==> config.mk <==
export PLATFORM = sky130hd
export DESIGN_NAME = ysyx_220053_idu_stage
export DESIGN_NICKNAME = d
export VERILOG_FILES = /design/src/rtl/ysyx_220053_idu_stage.sv
export SDC_FILE = /design/constraint.sdc
export NUM_CORES = 1
export LEC_CHECK = 0
export CAP_MARGIN = 0
export CORE_MARGIN = 10
export CORE_UTILIZATION = 43
export CTS_BUF_LIST = sky130_fd_sc_hd__clkbuf_4 sky130_fd_sc_hd__clkbuf_8
export CTS_CLUSTER_DIAMETER = 120
export DETAILED_ROUTE_END_ITERATION = 8
export PLACE_DENSITY = 0.88
export SETUP_SLACK_MARGIN = 0.05
export SYNTH_ARGS = -nofsm -noshare
export SYNTH_HDL_FRONTEND = slang
export SYNTH_SLANG_ARGS = --single-unit
==> constraint.sdc <==
create_clock -name clk_i -period 2.6 [get_ports clk_i]
set_input_delay 0.52 -clock clk_i [delete_from_list [all_inputs] [get_ports clk_i]]
set_output_delay 0.52 -clock clk_i [all_outputs]
set_load 0.03 [all_outputs]
==> src/rtl/ysyx_220053_idu_stage.sv <==
// ---------------------------------------------------------------------------
// ysyx_220053_idu_stage
//
// Registered instruction-decode stage sitting between the IFU and the EXU.
// An instruction accepted on the input handshake is decoded combinationally.
// The decoded bundle is captured in an output register that holds its value
// under backpressure. The stage parks itself in HALT once an ebreak bundle
// has been handed to the EXU, and stays there until resume_i is pulsed.
//
// Parameters
//   XLEN   : datapath / immediate width (32 or 64). The RV64 word ops
//            (OP-IMM-32, OP-32) decode as legal only when XLEN == 64.
//   CNT_W  : width of the handed-off bundle counter (wraps).
//
// Ports
//   clk_i, rst_i          : clock, synchronous active-high reset
//   in_valid_i/in_ready_o : IFU handshake, carrying in_instr_i and in_pc_i
//   out_valid_o/out_ready_i : EXU handshake
//   out_pc_o .. out_ebreak_o : registered decoded bundle
//   flush_i               : drop the held bundle and any concurrent input
//   resume_i              : leave HALT
//   halted_o              : stage is in HALT
//   dec_cnt_o             : number of bundles transferred to the EXU
// ---------------------------------------------------------------------------
module ysyx_220053_idu_stage #(
    parameter int XLEN  = 64,
    parameter int CNT_W = 32
) (
    input  logic             clk_i,
    input  logic             rst_i,
    input  logic             in_valid_i,
    output logic             in_ready_o,
    input  logic [31:0]      in_instr_i,
    input  logic [XLEN-1:0]  in_pc_i,
    output logic             out_valid_o,
    input  logic             out_ready_i,
    output logic [XLEN-1:0]  out_pc_o,
    output logic [4:0]       out_rd_o,
    output logic [4:0]       out_rs1_o,
    output logic [4:0]       out_rs2_o,
    output logic [2:0]       out_func3_o,
    output logic [6:0]       out_func7_o,
    output logic [6:0]       out_opcode_o,
    output logic [2:0]       out_fmt_o,
    output logic [XLEN-1:0]  out_imm_o,
    output logic             out_rf_wen_o,
    output logic             out_illegal_o,
    output logic             out_ecall_o,
    output logic             out_ebreak_o,
    input  logic             flush_i,
    input  logic             resume_i,
    output logic             halted_o,
    output logic [CNT_W-1:0] dec_cnt_o
);

    // Major opcodes
    localparam logic [6:0] OPC_LUI     = 7'b0110111;
    localparam logic [6:0] OPC_AUIPC   = 7'b0010111;
    localparam logic [6:0] OPC_JAL     = 7'b1101111;
    localparam logic [6:0] OPC_JALR    = 7'b1100111;
    localparam logic [6:0] OPC_BRANCH  = 7'b1100011;
    localparam logic [6:0] OPC_LOAD    = 7'b0000011;
    localparam logic [6:0] OPC_STORE   = 7'b0100011;
    localparam logic [6:0] OPC_OPIMM   = 7'b0010011;
    localparam logic [6:0] OPC_OP      = 7'b0110011;
    localparam logic [6:0] OPC_SYSTEM  = 7'b1110011;
    localparam logic [6:0] OPC_OPIMM32 = 7'b0011011;
    localparam logic [6:0] OPC_OP32    = 7'b0111011;

    localparam logic [31:0] INSTR_ECALL  = 32'h0000_0073;
    localparam logic [31:0] INSTR_EBREAK = 32'h0010_0073;

    // Instruction formats as presented on out_fmt_o
    localparam logic [2:0] FMT_R = 3'd0;
    localparam logic [2:0] FMT_I = 3'd1;
    localparam logic [2:0] FMT_S = 3'd2;
    localparam logic [2:0] FMT_B = 3'd3;
    localparam logic [2:0] FMT_U = 3'd4;
    localparam logic [2:0] FMT_J = 3'd5;

    localparam logic RV64 = (XLEN == 64);

    typedef enum logic {
        S_RUN  = 1'b0,
        S_HALT = 1'b1
    } state_e;

    // ------------------------------------------------------------------
    // Combinational decode of the incoming word
    // ------------------------------------------------------------------
    logic [6:0]      opcode;
    logic [31:0]     imm_i32, imm_s32, imm_b32, imm_u32, imm_j32;
    logic [31:0]     imm32;
    logic [63:0]     imm64;
    logic [2:0]      dec_fmt;
    logic [XLEN-1:0] dec_imm;
    logic            dec_illegal;
    logic            dec_ecall;
    logic            dec_ebreak;
    logic            dec_wen_cls;   // opcode class that writes rd
    logic            dec_imm_zero;  // force imm to 0 (undecodable opcode)
    logic            dec_rf_wen;

    assign opcode = in_instr_i[6:0];

    // Every immediate is first built as a 32-bit sign-extended value, then
    // widened to 64 bits and cut down to XLEN; this keeps one code path
    // valid for both XLEN settings.
    assign imm_i32 = {{20{in_instr_i[31]}}, in_instr_i[31:20]};
    assign imm_s32 = {{20{in_instr_i[31]}}, in_instr_i[31:25], in_instr_i[11:7]};
    assign imm_b32 = {{20{in_instr_i[31]}}, in_instr_i[7], in_instr_i[30:25],
                      in_instr_i[11:8], 1'b0};
    assign imm_u32 = {in_instr_i[31:12], 12'b0};
    assign imm_j32 = {{12{in_instr_i[31]}}, in_instr_i[19:12], in_instr_i[20],
                      in_instr_i[30:21], 1'b0};

    always_comb begin
        dec_fmt      = FMT_I;
        dec_illegal  = 1'b0;
        dec_ecall    = 1'b0;
        dec_ebreak   = 1'b0;
        dec_wen_cls  = 1'b0;
        dec_imm_zero = 1'b0;
        unique case (opcode)
            OPC_LUI, OPC_AUIPC: begin
                dec_fmt     = FMT_U;
                dec_wen_cls = 1'b1;
            end
            OPC_JAL: begin
                dec_fmt     = FMT_J;
                dec_wen_cls = 1'b1;
            end
            OPC_JALR, OPC_LOAD, OPC_OPIMM: begin
                dec_fmt     = FMT_I;
                dec_wen_cls = 1'b1;
            end
            OPC_BRANCH: dec_fmt = FMT_B;
            OPC_STORE:  dec_fmt = FMT_S;
            OPC_OP: begin
                dec_fmt     = FMT_R;
                dec_wen_cls = 1'b1;
            end
            OPC_SYSTEM: begin
                // Only the exact ecall/ebreak encodings are supported;
                // CSR ops and everything else under SYSTEM trap.
                dec_fmt = FMT_I;
                if (in_instr_i == INSTR_ECALL) begin
                    dec_ecall = 1'b1;
                end else if (in_instr_i == INSTR_EBREAK) begin
                    dec_ebreak = 1'b1;
                end else begin
                    dec_illegal = 1'b1;
                end
            end
            OPC_OPIMM32: begin
                if (RV64) begin
                    dec_fmt     = FMT_I;
                    dec_wen_cls = 1'b1;
                end else begin
                    dec_illegal  = 1'b1;
                    dec_imm_zero = 1'b1;
                end
            end
            OPC_OP32: begin
                if (RV64) begin
                    dec_fmt     = FMT_R;
                    dec_wen_cls = 1'b1;
                end else begin
                    dec_illegal  = 1'b1;
                    dec_imm_zero = 1'b1;
                end
            end
            default: begin
                dec_illegal  = 1'b1;
                dec_imm_zero = 1'b1;
            end
        endcase
    end

    always_comb begin
        imm32 = 32'h0;
        unique case (dec_fmt)
            FMT_I:   imm32 = imm_i32;
            FMT_S:   imm32 = imm_s32;
            FMT_B:   imm32 = imm_b32;
            FMT_U:   imm32 = imm_u32;
            FMT_J:   imm32 = imm_j32;
            default: imm32 = 32'h0;
        endcase
        if (dec_imm_zero) begin
            imm32 = 32'h0;
        end
    end

    assign imm64      = {{32{imm32[31]}}, imm32};
    assign dec_imm    = imm64[XLEN-1:0];
    assign dec_rf_wen = dec_wen_cls & (in_instr_i[11:7] != 5'd0) & ~dec_illegal;

    // ------------------------------------------------------------------
    // Handshake / control
    // ------------------------------------------------------------------
    state_e          state_q, state_d;
    logic            out_valid_q, out_valid_d;
    logic [CNT_W-1:0] dec_cnt_q, dec_cnt_d;
    logic            xfer;
    logic            accept;
    logic            load;

    logic [XLEN-1:0] out_pc_q;
    logic [4:0]      out_rd_q, out_rs1_q, out_rs2_q;
    logic [2:0]      out_func3_q;
    logic [6:0]      out_func7_q, out_opcode_q;
    logic [2:0]      out_fmt_q;
    logic [XLEN-1:0] out_imm_q;
    logic            out_rf_wen_q, out_illegal_q, out_ecall_q, out_ebreak_q;

    assign xfer       = out_valid_q & out_ready_i;
    assign in_ready_o = (state_q == S_RUN) & (~out_valid_q | out_ready_i);
    assign accept     = in_valid_i & in_ready_o;
    // A beat accepted under flush is consumed but never captured.
    assign load       = accept & ~flush_i;

    // State register
    always_ff @(posedge clk_i) begin
        if (rst_i) begin
            state_q <= S_RUN;
        end else begin
            state_q <= state_d;
        end
    end

    // Next state: an ebreak leaving the stage wins over a concurrent resume,
    // so the stage always halts behind an ebreak even under flush.
    always_comb begin
        state_d = state_q;
        if (xfer && out_ebreak_q) begin
            state_d = S_HALT;
        end else if ((state_q == S_HALT) && resume_i) begin
            state_d = S_RUN;
        end
    end

    always_comb begin
        out_valid_d = out_valid_q;
        if (flush_i) begin
            out_valid_d = 1'b0;
        end else if (accept) begin
            out_valid_d = 1'b1;   // covers reload-while-transferring
        end else if (xfer) begin
            out_valid_d = 1'b0;
        end
    end

    assign dec_cnt_d = dec_cnt_q + CNT_W'(xfer);

    always_ff @(posedge clk_i) begin
        if (rst_i) begin
            out_valid_q   <= 1'b0;
            dec_cnt_q     <= '0;
            out_pc_q      <= '0;
            out_rd_q      <= '0;
            out_rs1_q     <= '0;
            out_rs2_q     <= '0;
            out_func3_q   <= '0;
            out_func7_q   <= '0;
            out_opcode_q  <= '0;
            out_fmt_q     <= '0;
            out_imm_q     <= '0;
            out_rf_wen_q  <= 1'b0;
            out_illegal_q <= 1'b0;
            out_ecall_q   <= 1'b0;
            out_ebreak_q  <= 1'b0;
        end else begin
            out_valid_q <= out_valid_d;
            dec_cnt_q   <= dec_cnt_d;
            if (load) begin
                out_pc_q      <= in_pc_i;
                out_rd_q      <= in_instr_i[11:7];
                out_rs1_q     <= in_instr_i[19:15];
                out_rs2_q     <= in_instr_i[24:20];
                out_func3_q   <= in_instr_i[14:12];
                out_func7_q   <= in_instr_i[31:25];
                out_opcode_q  <= in_instr_i[6:0];
                out_fmt_q     <= dec_fmt;
                out_imm_q     <= dec_imm;
                out_rf_wen_q  <= dec_rf_wen;
                out_illegal_q <= dec_illegal;
                out_ecall_q   <= dec_ecall;
                out_ebreak_q  <= dec_ebreak;
            end
        end
    end

    assign out_valid_o   = out_valid_q;
    assign out_pc_o      = out_pc_q;
    assign out_rd_o      = out_rd_q;
    assign out_rs1_o     = out_rs1_q;
    assign out_rs2_o     = out_rs2_q;
    assign out_func3_o   = out_func3_q;
    assign out_func7_o   = out_func7_q;
    assign out_opcode_o  = out_opcode_q;
    assign out_fmt_o     = out_fmt_q;
    assign out_imm_o     = out_imm_q;
    assign out_rf_wen_o  = out_rf_wen_q;
    assign out_illegal_o = out_illegal_q;
    assign out_ecall_o   = out_ecall_q;
    assign out_ebreak_o  = out_ebreak_q;
    assign halted_o      = (state_q == S_HALT);
    assign dec_cnt_o     = dec_cnt_q;

endmodule

==> metrics.txt <==
die height about 150 um; Post-CTS Hold Buffers 0; Max Slew Vio Count 0; Starting Density approximately 44%; syn_nets roughly 950; DRC viols 0; # IOs 304; cts bufs inserted 17; Clock Latency Late Sink around 0.44 ns; routed len/inst between 15 and 20 um; Power Total between 5 and 6 mW; Synth warnings 0; Post-Syn Area about 0.0068 mm2; top cells by area, synth dfxtp_1, nand2_1, a21oi_1; H-tree Lvls 4; CP Data Arrival Time about 1.9 ns; global-route wire length before repair approximately 37000 um; Rel. slew slack 54.6%; HPWL Detailed approximately 18000 um; ANT cells 0; Inst Count DP about 1300; Setup TNS Final 0 ns; endpoints failing setup 0; core area between 0.015 and 0.02 mm2; Synth async-reset ratio 0%; Vias 6832; min-delay worst type reg2reg; pin count of the biggest net entering global routing about 120; Synth top cells by count nand2_1, dfxtp_1, a21oi_1; Layout area overhead 52.4%; post-synthesis sequential area ratio 50.0%; share of the synthesized area in the top cell type between 50% and 60%; layout cells sized above 1 under 10%; Die X-Extent ~150 um; Post-Route WL 23800 um; Worst-path clk slew roughly 0.080 ns; flop-to-flop setup slack around 0.57 ns; VDD IR-drop max about 0.00037 V; CTS tree yes; count leader, synth nand2_1; ANT nets after route 0; Max Fclk between 400 and 500 MHz; Root Buffer clkbuf_8; startpoint types register; Worst setup EP type output pin; synthesized flop and latch total 169; Worst R2R Start dec_cnt_o[12]$_SDFF_PP0_; Setup Fix Bufs, Post-CTS 0; PostCTS Resize Cnt 0; synth unique cells 40; Post-Synthesis Cells about 840; Crit path largest cell delay 0.70 ns; Clock Skews 0.00873 ns; CP max FO 26; worst-path cell chain buf_12, clkdlybuf4s50_1; Worst-Margin Slew ~0.68 ns; Hold Path Stages 2; 1st-pass router iterations 5; vias per cell approximately 5; initial antenna violation count 0; die area ~0.021 mm2; Final Hold Fails 0; WP buf/inv 2; max-cap check violation count 0; Leakage ~3.7 nW; Avg Cell Area, Syn between 8 and 9 um2; cell taking the most area after synthesis dfxtp_1; Overall Global Routing Usage 21.5%; grt ovf 0; Slowest cell on crit path clkdlybuf4s50_1; Final nets between 1000 and 1500; # rows 45; WP data required roughly 2.1 ns; Iter 0 DRT Violations 436; post-layout min period between 2 and 2.5 ns; status finished, final reports clean; vias in the first global route 6700; hold endpoint out_pc_o[33]$_SDFFE_PP0P_; reg2reg path depth 5; RSZ-0062 raised after global routing false; HP Start out_pc_o[33]$_SDFFE_PP0P_; final period utilization between 90% and 100%; maximum clock path buffer count 2; CP Class reg2out; Post-synth EDFFs 0; Port Buf Inserts between 300 and 400; R2R Path End dec_cnt_o[31]$_SDFF_PP0_; PwrDens ~500 mW/mm2; Placer Congestion about 0.86; non-filler cells, final approximately 1300; cell family with most CP delay buffers and inverters; # clock sinks approximately 170; Most used DFF post-synth dfxtp_1
==> per-layer routing <==
metal	wire length (um)	global-route usage [%]
met1	9260	24.2
met2	11700	36.6
met3	2510	9.50
met4	293	5.11
met5	0	0
==> state kept, by name, summed over array words and instances, names as in the netlist <==
signal and count:
out_pc_o 64, out_rs1_o 5, halted_o 1, out_rd_o 5
out_rs2_o 5, out_ebreak_o 1, out_valid_o 1, out_rf_wen_o 1
dec_cnt_o 32, out_ecall_o 1, out_imm_o 32, out_func7_o 7
out_illegal_o 1, out_fmt_o 3, out_opcode_o 7, out_func3_o 3
==> cell type report <==
class | count | area, um2
multi-input combinational | 576 | 2890
sequential | 169 | 3380
tap | 211 | 264
fill | 1262 | 5010
timing repair buffer | 344 | 3370
clock inverter | 7 | 70.1
inverter | 7 | 26.3
clock buffer | 23 | 298
==> worst max-delay path by stage <==
stage / from / endpoint / cells past startpoint
6_report: out_imm_o[31]$_SDFFE_PP0P_ / out_imm_o[48] / 2
5_1_grt: out_imm_o[31]$_SDFFE_PP0P_ / out_imm_o[56] / 2
4_1_cts: out_imm_o[31]$_SDFFE_PP0P_ / out_imm_o[48] / 2
3_5_place_dp: in_instr_i[26] / out_ecall_o$_SDFFE_PP0P_ / 6
3_3_place_gp: in_instr_i[25] / out_ecall_o$_SDFFE_PP0P_ / 6
2_1_floorplan: in_instr_i[3] / out_imm_o[12]$_SDFFE_PP0P_ / 7
==> cells by family (layout without fill, tap and decap cells) <==
kind of cell,Yosys count,count (layout),synth area share [%]
xor gates and xnor gates,24,24,3.11
adders and majority gates,2,2,0.370
DFF,169,169,50.0
and+or+nand+nor,360,360,23.4
AOI/OAI and AO/OA,190,190,15.6
buffers and inverters,96,381,7.46
==> power by group <==
part / leakage [nW] / switching [mW] / internal [mW] / total (mW)
sequential: 1.37 / 0.0389 / 2.66 / 2.70
clock: 0.180 / 0.883 / 0.851 / 1.73
combinational: 2.10 / 0.457 / 0.370 / 0.827
==> cells in the final DEF, fill, tap and decap left out, drive strengths merged, types with 8 or more instances in the layout <==
cell / count
o21ai: 35
nor2b: 10
nor3: 13
a21oi: 122
nand2: 232
clkbuf: 23
buf: 43
nand3: 14
nand4: 10
xnor2: 18
or3: 8
nor2: 35
dfxtp: 169
nor4: 12
clkdlybuf4s50: 301
a22oi: 12
==> worst reg2reg max path, delay by kind of cell, from the launching register on <==
kind | cells | cell delay [ns]
AND/OR/NAND/NOR | 4 | 1.27
XOR/XNOR | 1 | 0.17
flip-flops | 1 | 0.46
==> through the flow <==
step	worst slack (ns)	utilization [%]	hold WS [ns]	cell area [um2]
2_1_floorplan	0.480	-	0.574	6760
3_3_place_gp	0.0397	64.9	0.433	9930
3_5_place_dp	-0.0350	64.9	0.442	9930
4_1_cts	0.132	67.3	0.454	10300
5_1_grt	0.0659	67.3	0.473	10300
6_report	0.175	67.3	0.454	10300
(Power assumes the default switching activity.)
